$ cat src/rtl/uart_pkg.sv
// Shared types and helpers for the UART receiver.
package uart_pkg;

  typedef enum logic [2:0] {
    IDLE,
    START,
    DATA,
    STOP,
    WAIT_IDLE
  } uart_state_e;

  function automatic int clks_per_bit(input int clk_freq, input int baud);
    return clk_freq / baud;
  endfunction

endpackage

$ cat src/rtl/uart_rx_fifo.sv
// Receive byte FIFO for uart_rx: DEPTH entries, wrapping pointers, occupancy counter.
// A push into a full FIFO is accepted only when a pop happens in the same cycle.
module uart_rx_fifo #(
  parameter int DEPTH = 4
) (
  input  logic       clk,
  input  logic       reset,
  input  logic       push,
  input  logic [7:0] push_data,
  input  logic       pop,
  output logic [7:0] head_data,
  output logic       full,
  output logic       empty
);
  localparam int PTR_W = $clog2(DEPTH);
  localparam int CNT_W = PTR_W + 1;

  logic [7:0]       mem_q [DEPTH];
  logic [7:0]       mem_d [DEPTH];
  logic [PTR_W-1:0] wr_ptr_q, wr_ptr_d;
  logic [PTR_W-1:0] rd_ptr_q, rd_ptr_d;
  logic [CNT_W-1:0] count_q, count_d;
  logic             do_push, do_pop;

  assign full      = (count_q == CNT_W'(DEPTH));
  assign empty     = (count_q == '0);
  assign do_pop    = pop & ~empty;
  assign do_push   = push & (~full | do_pop);
  assign head_data = mem_q[rd_ptr_q];

  always_comb begin
    mem_d    = mem_q;
    wr_ptr_d = wr_ptr_q;
    rd_ptr_d = rd_ptr_q;
    count_d  = count_q;
    if (do_push) begin
      mem_d[wr_ptr_q] = push_data;
      wr_ptr_d        = wr_ptr_q + 1'b1;
    end
    if (do_pop) begin
      rd_ptr_d = rd_ptr_q + 1'b1;
    end
    case ({do_push, do_pop})
      2'b10:   count_d = count_q + 1'b1;
      2'b01:   count_d = count_q - 1'b1;
      default: count_d = count_q;
    endcase
  end

  always_ff @(posedge clk or posedge reset) begin
    if (reset) begin
      for (int i = 0; i < DEPTH; i++) begin
        mem_q[i] <= '0;
      end
      wr_ptr_q <= '0;
      rd_ptr_q <= '0;
      count_q  <= '0;
    end else begin
      mem_q    <= mem_d;
      wr_ptr_q <= wr_ptr_d;
      rd_ptr_q <= rd_ptr_d;
      count_q  <= count_d;
    end
  end

endmodule

$ cat src/rtl/uart_rx.sv
// 8N1 UART receiver: synchronized rxd, midpoint sampling FSM, byte storage with overrun.
// Define UART_RX_FIFO_EN for a FIFO_DEPTH-entry FIFO; otherwise storage is one holding register.
//
// state     | meaning
// IDLE      | line idle, waiting for a falling edge
// START     | half-bit wait, then confirm the start bit is still low
// DATA      | sampling 8 data bits at bit midpoints, LSB first
// STOP      | one-bit wait, then check the stop bit
// WAIT_IDLE | framing error seen, waiting for the line to return high
module uart_rx
  import uart_pkg::*;
#(
  parameter int CLK_FREQ   = 25000000,
  parameter int BAUD       = 115200,
  parameter int FIFO_DEPTH = 4
) (
  input  logic       clk,
  input  logic       reset,
  input  logic       rxd,
  output logic [7:0] rx_data,
  output logic       rx_valid,
  input  logic       rx_ready,
  output logic       frame_err,
  output logic       overrun
);
  localparam int CLKS_PER_BIT = clks_per_bit(CLK_FREQ, BAUD);
  localparam int TMR_W        = $clog2(CLKS_PER_BIT + 1);
  localparam logic [TMR_W-1:0] TMR_BIT  = TMR_W'(CLKS_PER_BIT - 1);
  localparam logic [TMR_W-1:0] TMR_HALF = TMR_W'(CLKS_PER_BIT / 2 - 1);

  if (FIFO_DEPTH < 2 || (FIFO_DEPTH & (FIFO_DEPTH - 1)) != 0) begin : g_bad_depth
    $error("uart_rx: FIFO_DEPTH must be a power of two, at least 2");
  end

  logic       rxd_meta_q, rxd_sync_q, rxd_prev_q;
  logic [1:0] settle_q, settle_d;
  logic       fall;

  always_ff @(posedge clk or posedge reset) begin
    if (reset) begin
      rxd_meta_q <= 1'b1;
      rxd_sync_q <= 1'b1;
      rxd_prev_q <= 1'b1;
      settle_q   <= '0;
    end else begin
      rxd_meta_q <= rxd;
      rxd_sync_q <= rxd_meta_q;
      rxd_prev_q <= rxd_sync_q;
      settle_q   <= settle_d;
    end
  end

  // Edges are ignored until the reset-forced 1s have flushed out of the pipeline,
  // so a line that is already low at reset release cannot fake a start bit.
  assign settle_d = (settle_q == 2'd3) ? settle_q : settle_q + 2'd1;
  assign fall     = (settle_q == 2'd3) & rxd_prev_q & ~rxd_sync_q;

  uart_state_e      state_q, state_d;
  logic [TMR_W-1:0] tmr_q, tmr_d;
  logic [2:0]       bit_cnt_q, bit_cnt_d;
  logic [7:0]       shift_q, shift_d;
  logic             frame_err_q, frame_err_d;
  logic             push;

  assign push = (state_q == STOP) && (tmr_q == '0) && rxd_sync_q;

  always_comb begin
    state_d     = state_q;
    tmr_d       = tmr_q;
    bit_cnt_d   = bit_cnt_q;
    shift_d     = shift_q;
    frame_err_d = 1'b0;
    case (state_q)
      IDLE: begin
        if (fall) begin
          state_d   = START;
          tmr_d     = TMR_HALF;
          bit_cnt_d = '0;
        end
      end
      START: begin
        if (tmr_q != '0) begin
          tmr_d = tmr_q - 1'b1;
        end else if (!rxd_sync_q) begin
          state_d = DATA;
          tmr_d   = TMR_BIT;
        end else begin
          state_d = IDLE;
        end
      end
      DATA: begin
        if (tmr_q != '0) begin
          tmr_d = tmr_q - 1'b1;
        end else begin
          shift_d   = {rxd_sync_q, shift_q[7:1]};
          tmr_d     = TMR_BIT;
          bit_cnt_d = bit_cnt_q + 1'b1;
          if (bit_cnt_q == 3'd7) begin
            state_d = STOP;
          end
        end
      end
      STOP: begin
        if (tmr_q != '0) begin
          tmr_d = tmr_q - 1'b1;
        end else if (rxd_sync_q) begin
          state_d = IDLE;
        end else begin
          state_d     = WAIT_IDLE;
          frame_err_d = 1'b1;
        end
      end
      WAIT_IDLE: begin
        if (rxd_sync_q) begin
          state_d = IDLE;
        end
      end
      default: state_d = IDLE;
    endcase
  end

  always_ff @(posedge clk or posedge reset) begin
    if (reset) begin
      state_q     <= IDLE;
      tmr_q       <= '0;
      bit_cnt_q   <= '0;
      shift_q     <= '0;
      frame_err_q <= 1'b0;
    end else begin
      state_q     <= state_d;
      tmr_q       <= tmr_d;
      bit_cnt_q   <= bit_cnt_d;
      shift_q     <= shift_d;
      frame_err_q <= frame_err_d;
    end
  end

  logic pop, full;
  logic overrun_q, overrun_d;

  assign pop = rx_valid & rx_ready;

`ifdef UART_RX_FIFO_EN
  logic empty;

  uart_rx_fifo #(
    .DEPTH(FIFO_DEPTH)
  ) u_fifo (
    .clk      (clk),
    .reset    (reset),
    .push     (push),
    .push_data(shift_q),
    .pop      (pop),
    .head_data(rx_data),
    .full     (full),
    .empty    (empty)
  );

  assign rx_valid = ~empty;
`else
  logic [7:0] hold_data_q, hold_data_d;
  logic       hold_valid_q, hold_valid_d;

  always_comb begin
    hold_data_d  = hold_data_q;
    hold_valid_d = hold_valid_q;
    if (pop) begin
      hold_valid_d = 1'b0;
    end
    if (push && (!hold_valid_q || pop)) begin
      hold_data_d  = shift_q;
      hold_valid_d = 1'b1;
    end
  end

  always_ff @(posedge clk or posedge reset) begin
    if (reset) begin
      hold_data_q  <= '0;
      hold_valid_q <= 1'b0;
    end else begin
      hold_data_q  <= hold_data_d;
      hold_valid_q <= hold_valid_d;
    end
  end

  assign full     = hold_valid_q;
  assign rx_valid = hold_valid_q;
  assign rx_data  = hold_data_q;
`endif

  assign overrun_d = push & full & ~pop;

  always_ff @(posedge clk or posedge reset) begin
    if (reset) begin
      overrun_q <= 1'b0;
    end else begin
      overrun_q <= overrun_d;
    end
  end

  assign frame_err = frame_err_q;
  assign overrun   = overrun_q;

endmodule
$ cat config.mk
export PLATFORM = sky130hd
export DESIGN_NAME = uart_rx
export DESIGN_NICKNAME = d
export VERILOG_FILES = /design/src/rtl/uart_pkg.sv /design/src/rtl/uart_rx_fifo.sv /design/src/rtl/uart_rx.sv
export SDC_FILE = /design/constraint.sdc
export NUM_CORES = 1
export LEC_CHECK = 0
export ABC_AREA = 1
export CAP_MARGIN = 20
export CORE_MARGIN = 2
export CORE_UTILIZATION = 55
export CTS_BUF_LIST = sky130_fd_sc_hd__clkbuf_8
export DETAILED_ROUTE_END_ITERATION = 8
export PLACE_DENSITY = 0.75
export SLEW_MARGIN = 40
export SYNTH_ARGS = -nofsm -noshare
export SYNTH_HDL_FRONTEND = slang
export SYNTH_SLANG_ARGS = --single-unit
$ cat constraint.sdc
create_clock -name clk -period 1.95 [get_ports clk]
set_input_delay 0.195 -clock clk [delete_from_list [all_inputs] [get_ports clk]]
set_output_delay 0.195 -clock clk [all_outputs]
set_load 0.02 [all_outputs]
==> results by group, run 1 <==
Status
  • Outcome: finished clean

Route
  • 1st-pass router iterations: 4
  • ANT nets after route: 0
  • Via-to-Cell Ratio: 5.06
  • Average wire per standard cell: 11.2 um
  • DR vias: 1386
  • Final wirelength: 3.08 mm
  • DR iter-0 viols: 111
  • Post-route DRC: 0

GRT
  • Number of global-route vias before repair: 1177
  • GRT Residual Overflow: 0
  • M3 GR Usage: 6.83%
  • Global-route wire length before repair: 5.18 mm
  • Met1 GRT Util: 25.4%
  • Gr usage total: 19.2%
  • Pin count of the biggest net entering global routing: 39
  • Initial antenna violation count: 0
  • Met2 global-route usage: 29.2%
  • GRT Max-Usage Layer: met2

Power and ir drop
  • LEAKAGE: 1.05 nW
  • Switching Share: 34.0%
  • P_int: 0.00148 W
  • Psw: 0.000761 W
  • Clock share of power: 28.7%
  • Comb pwr share: 26.7%
  • Peak supply drop: 0.000950 V
  • Power Total: 0.00224 W
  • Pwr/cell area: 1060 nW/um^2
  • Sequential power share: 44.6%

Placement
  • Port Buffers: 14
  • Post-DP HPWL: 2.27 mm
  • Dpl cells: 266
  • RD Place Congestion: 0.854

Clock tree
  • Post-CTS setup buffers: 0
  • Post-cts sizing count: 0
  • Htree depth: 2
  • Clock sink count: 38
  • TritonCTS Buffers: 5
  • Hold_buf cts: 0
  • Later-pin clock latency in the skew report: 290 ps
  • CTS max path bufs: 2
  • Root Driver: clkbuf_8
  • Clock transition at path regs: 70 ps
  • CTS tree: yes

Setup path
  • Flop-to-flop setup slack: 290 ps
  • Slowest-stage cell, CP: dfrtp_1
  • CP max FO: 16
  • Kind of critical path: reg2reg
  • CP Data Arrival Time: 1840 ps
  • CP Launch Type: flop
  • CP endpoint kind: flop
  • Worst path cell trace: inv_1 -> ha_1 -> nand2_2 -> nor2_8 -> nand4_4 -> nand2_1 -> o21ai_2
  • Required time of the critical path: 2130 ps
  • Crit-path max cell delay: 370 ps

Logic synthesis
  • Mapped Area: 1830 um^2
  • Post-synthesis register bit count: 38
  • Post-Synthesis Cells: 209
  • Yosys cell types: 25
  • Yosys warnings: 0
  • Sequential area share after synthesis: 52.2%
  • Syn Nets: 217
  • Synth Area per Inst: 8.76 um^2

Finish
  • Layout Utilization: 68.3%
  • Commonest non-fill, non-tap cell in the layout: nand2_1
  • Final layout net count: 237
  • Most frequent cells in the layout: nand2_1 (56), dfrtp_1 (35), inv_1 (24), nor2_1 (18), nand3_1 (15)
  • Non-filler cells, final: 274
  • Layout cells sized above 1: 16.5%
  • Ant diodes: 0
  • Area grow syn2layout: 15.8%

STA
  • Hold WS: 305 ps
  • Final worst path period share: 85.0%
  • Fin. max-slew vios: 0
  • Worst Skew: 8.80 ps
  • Final setup viols: 0
  • Measured slew at the worst slew-check pin: 455 ps
  • Fin. Hold Viols: 0
  • Setup TNS: 0 ps
  • Max Fclk: 603 MHz
  • Post-layout min period: 1660 ps
  • Relative slew slack: 69.6%
  • RSZ-0062 raised after global routing: no

Floorplan
  • Height of the die: 61.7 um
  • Placement row count: 20
  • Die width: 61.7 um
  • Initial core utilization: 59.0%
  • # IOs: 15
  • Full die area: 3810 um^2
  • Core Footprint: 3100 um^2

Hold path
  • HP Class: in2async

Run
  • MaxCap Viol Count: 0
per-layer routing:
layer  part of all wire, %  up-vias
met2                    46       44
met3                   7.2        7
met4                   1.8        0
met5                     0        -
met1                    45      628
li1                      -      707
path summary, 6_finish.rpt:
path                            cells past startpoint         end  startpoint
worst max-delay path                                7  rx_data[7]    tmr_q[0]
worst min-delay path                                3    tmr_q[3]       reset
worst max register to register                      7  rx_data[7]    tmr_q[0]
worst min register to register                      0  rxd_sync_q  rxd_meta_q
max in group asynchronous                           3  rxd_prev_q       reset
min in group clk                                    1  rxd_meta_q         rxd
registers in the layout, indices dropped and copies added, names as in the netlist, 2 cells and up:
name / cells
shift_q: 8
rx_data: 8
bit_cnt_q: 3
state_q: 3
tmr_q: 8
settle_q: 2
metrics by stage:
step | setup slack, ps | cell area [um^2]
after floorplan | 478 | 1830
after global placement | 352 | 2010
after detailed placement | 284 | 2010
after CTS | 275 | 2120
after global routing | 100 | 2120
final | 293 | 2120
final cells by class:
type	count	area [um^2]
repair buffers	15	148
flip-flops and latches	38	955
inverters	26	97.6
multi-input cells	143	756
clock buffers	5	68.8
well taps	44	55.1
fillers	265	983
clock inverters	3	40.0
critical path: cells and delay by family, from the launching register on:
| family | cells | cell delay [ps] |
|---|---|---|
| adders and majority gates | 1 | 240 |
| and+or+nand+nor | 4 | 780 |
| AOI/OAI and AO/OA | 1 | 60 |
| buffers and inverters | 1 | 90 |
| DFF | 1 | 370 |
Yosys cell counts:
cell	number	area, um^2
nand2_4	1	11.3
a21oi_1	3	15.0
nand2_2	7	43.8
o21ai_1	8	40.0
xor2_1	1	8.76
xnor2_1	1	8.76
mux2_2	1	11.3
nand3_1	15	75.1
nor3_1	1	5.00
nor2_8	1	20.0
buf_6	2	22.5
dfstp_2	3	78.8
nand2_1	56	210
nand4_1	1	6.26
dfrtp_1	35	876
o21bai_1	1	7.51
inv_1	24	90.1
a21oi_2	1	8.76
nand4_4	1	21.3
o21ai_0	10	50.1
nor2_1	18	67.6
inv_2	2	7.51
ha_1	4	50.1
o21ai_2	8	70.1
nor2_2	4	25.0
power by group through the flow:
stage / Sequential (W) / Combinational (W) / Clock (W)
floorplan: 0.000985 / 0.000495 / 0
global placement: 0.00101 / 0.000571 / 0
detailed placement: 0.00101 / 0.000592 / 0
CTS: 0.000995 / 0.000595 / 0.000660
global route: 0.00102 / 0.000689 / 0.000706
finish: 0.000998 / 0.000597 / 0.000643
cells by family (layout without fill, tap and decap cells):
group,after synthesis,count (layout),synth area share (%)
DFF,38,38,52.2
xor gates and xnor gates,2,2,0.957
muxes,1,1,0.615
buffers and inverters,28,49,6.56
AOI/OAI and AO/OA,31,31,10.5
and+or+nand+nor,105,105,26.5
adders and majority gates,4,4,2.73
Note: power is estimated with default switching activity, not from simulation.
==> run 2: changes to the inputs <==
--- a/config.mk
+++ b/config.mk
@@ -8,10 +8,10 @@
 export ABC_AREA = 1
 export CAP_MARGIN = 20
 export CORE_MARGIN = 2
-export CORE_UTILIZATION = 55
+export CORE_UTILIZATION = 54
 export CTS_BUF_LIST = sky130_fd_sc_hd__clkbuf_8
 export DETAILED_ROUTE_END_ITERATION = 8
-export PLACE_DENSITY = 0.75
+export PLACE_DENSITY = 0.77
 export SLEW_MARGIN = 40
 export SYNTH_ARGS = -nofsm -noshare
 export SYNTH_HDL_FRONTEND = slang
==> constraint.sdc (replaced) <==
create_clock -name clk -period 1.36 [get_ports clk]
set_input_delay 0.136 -clock clk [delete_from_list [all_inputs] [get_ports clk]]
set_output_delay 0.136 -clock clk [all_outputs]
set_load 0.02 [all_outputs]
==> run 2 against run 1 <==
Net effect:
- the run now ends with setup timing left
- utilization grew 9.5 points
- power grew 79%
- sequential power grew 42%
- critical path type unchanged
- largest power group unchanged
==> results by group, run 2 (same netlist as run 1, synthesis figures left out) <==
Status
  • Outcome: finished with violations
  • Failing checks: setup timing

Finish
  • Final layout net count: 264 (+11%)
  • Fillers: 207 (-22%)
  • Area grow syn2layout: 39.6%
  • Layout cells sized above 1: 38.5% (+22 points)
  • Most frequent cells in the layout: nand2_1 (45), dfrtp_1 (34), buf_4 (23), inv_1 (20), nand2_2 (12)
  • Layout Utilization: 77.8% (+9.5 points)
  • Design area: 2550 um^2 (+21%)
  • Ant diodes: 0 (unchanged)
  • Commonest non-fill, non-tap cell in the layout: nand2_1

GRT
  • Global-route wire length before repair: 6.53 mm (+26%)
  • Initial antenna violation count: 0 (unchanged)
  • Gr usage total: 21.3% (+2.1 points)
  • Number of global-route vias before repair: 1440 (+22%)
  • GRT Residual Overflow: 0 (unchanged)
  • Pin count of the biggest net entering global routing: 39 (unchanged)

Route
  • DR vias: 1563 (+13%)
  • Average wire per standard cell: 13.5 um (+20%)
  • DR iter-0 viols: 92 (-17%)
  • Final wirelength: 4.09 mm (+33%)
  • Post-route DRC: 0 (unchanged)
  • ANT nets after route: 0 (unchanged)
  • Via-to-Cell Ratio: 5.16 (+2.0%)
  • 1st-pass router iterations: 5 (+1)

Floorplan
  • Die width: 62.2 um (+0.86%)
  • Core Footprint: 3280 um^2 (+5.8%)
  • # IOs: 15 (unchanged)
  • Placement row count: 21 (+5.0%)
  • Full die area: 3870 um^2 (+1.7%)
  • Initial core utilization: 55.7% (-3.3 points)
  • Height of the die: 62.2 um (+0.86%)

Clock tree
  • CTS max path bufs: 2 (unchanged)
  • Root Driver: clkbuf_8
  • CTS tree: yes
  • Hold_buf cts: 0 (unchanged)
  • Clock sink count: 38 (unchanged)
  • Clock transition at path regs: 80 ps (about the same)
  • Htree depth: 2 (unchanged)
  • Later-pin clock latency in the skew report: 290 ps (about the same)
  • TritonCTS Buffers: 5 (unchanged)

STA
  • Post-layout min period: 1430 ps (-224 ps)
  • Fin. Hold Viols: 0 (unchanged)
  • Relative slew slack: 83.2% (+14 points)
  • Worst Skew: 7.95 ps (-0.851 ps)
  • Final setup viols: 24 (+24)
  • Final Worst Setup Slack: -73.4 ps (-366 ps)
  • Setup TNS: -742 ps (-742 ps)
  • Fin. max-slew vios: 0 (unchanged)
  • Hold WS: 191 ps (-115 ps)
  • Measured slew at the worst slew-check pin: 252 ps (-204 ps)
  • Max Fclk: 698 MHz (+16%)
  • RSZ-0062 raised after global routing: yes
  • Final worst path period share: 105% (+20 points)

Setup path
  • CP Data Arrival Time: 1620 ps (-220 ps)
  • CP max FO: 16 (unchanged)
  • Flop-to-flop setup slack: -70 ps (-370 ps)
  • Kind of critical path: reg2reg
  • Worst path cell trace: inv_2 -> ha_4 -> nand2_4 -> nor2_8 -> nand4_4 -> buf_12 -> nand2_2 -> o21ai_2
  • Slowest-stage cell, CP: dfrtp_1
  • CP endpoint kind: flop
  • CP bufs+invs: 2 (+1)
  • Crit-path max cell delay: 400 ps (+30 ps)
  • Worst R2R Path Depth: 8 (+1)
  • Required time of the critical path: 1550 ps (-580 ps)
  • Reg-to-Reg Start: tmr_q[1]
  • CP delay by family, top: simple AND/OR/NAND/NOR gates
  • Worst R2R End: rx_data[1]
  • CP Launch Type: flop

Power and ir drop
  • Pwr/cell area: 1570 nW/um^2 (+48%)
  • Peak supply drop: 0.00102 V (+7.3%)
  • LEAKAGE: 1.30 nW (+24%)

Placement
  • Port Buffers: 14 (unchanged)
  • Post-DP Area: 2250 um^2 (+12%)
  • Post-DP HPWL: 2.52 mm (+11%)
  • RD Place Congestion: 0.926 (+8.5%)
  • Dpl ws: -40.9 ps (-325 ps)

Run
  • MaxCap Viol Count: 0 (unchanged)

Hold path
  • HP Class: in2async
run 2: tightest hold or removal path: stages:
cell and delay [ps]:
clkdlybuf4s50_1 400, inv_1 90, buf_12 230
run 2: how the worst max path moves through the flow:
stage / startpoint / endpoint / slack (ps) / cells after the start
2_1_floorplan: tmr_q[5] / rx_data[5] / 3 / 7
3_3_place_gp: tmr_q[5] / rx_data[7] / 3 / 7
3_5_place_dp: tmr_q[5] / rx_data[1] / -40 / 7
4_1_cts: tmr_q[1] / rx_data[1] / -40 / 8
5_1_grt: tmr_q[1] / rx_data[4] / -130 / 8
6_report: tmr_q[1] / rx_data[1] / -70 / 8
run 2: cell type report:
type / count / area [um^2] / share of cell area, %
Clock buffer: 5 / 68.8 / 2.69
Clock inverter: 3 / 68.8 / 2.69
Inverter: 26 / 103 / 4.02
Multi-Input combinational cell: 143 / 907 / 35.5
Sequential cell: 38 / 956 / 37.4
Tap cell: 46 / 57.6 / 2.25
Timing Repair Buffer: 42 / 394 / 15.4
run 2: layer usage:
layer  share of wire, %  wire, um  global-route usage (%)  vias up
li1                   -         -                       -      759
met1                 44      1790                    30.4      746
met2                 49      2020                    32.9       50
met3                4.7       191                    3.80        8
met4                2.0        82                    8.33        0
met5                  0         0                       0        -
run 2: what timing repair did:
item	CTS	global route
setup endpoints to repair	31	32
buffers inserted	2	2
resized for setup	18	40
pin swaps	4	5
run 2: report_power, final:
group / internal (W) / total (W) / switching (W) / leakage (nW)
Combinational: 0.000599 / 0.00142 / 0.000825 / 0.747
Clock: 0.000735 / 0.00116 / 0.000421 / 0.0683
Sequential: 0.00128 / 0.00142 / 0.000145 / 0.484
Total: 0.00261 / 0.00400 / 0.00139 / 1.30
run 2: metrics by stage:
| stage | power [W] | std cells |
|---|---|---|
| floorplan | 0.00217 | 209 |
| global placement | 0.00256 | 291 |
| detailed placement | 0.00257 | 291 |
| CTS | 0.00380 | 301 |
| global route | 0.00423 | 303 |
| finish | 0.00400 | 303 |
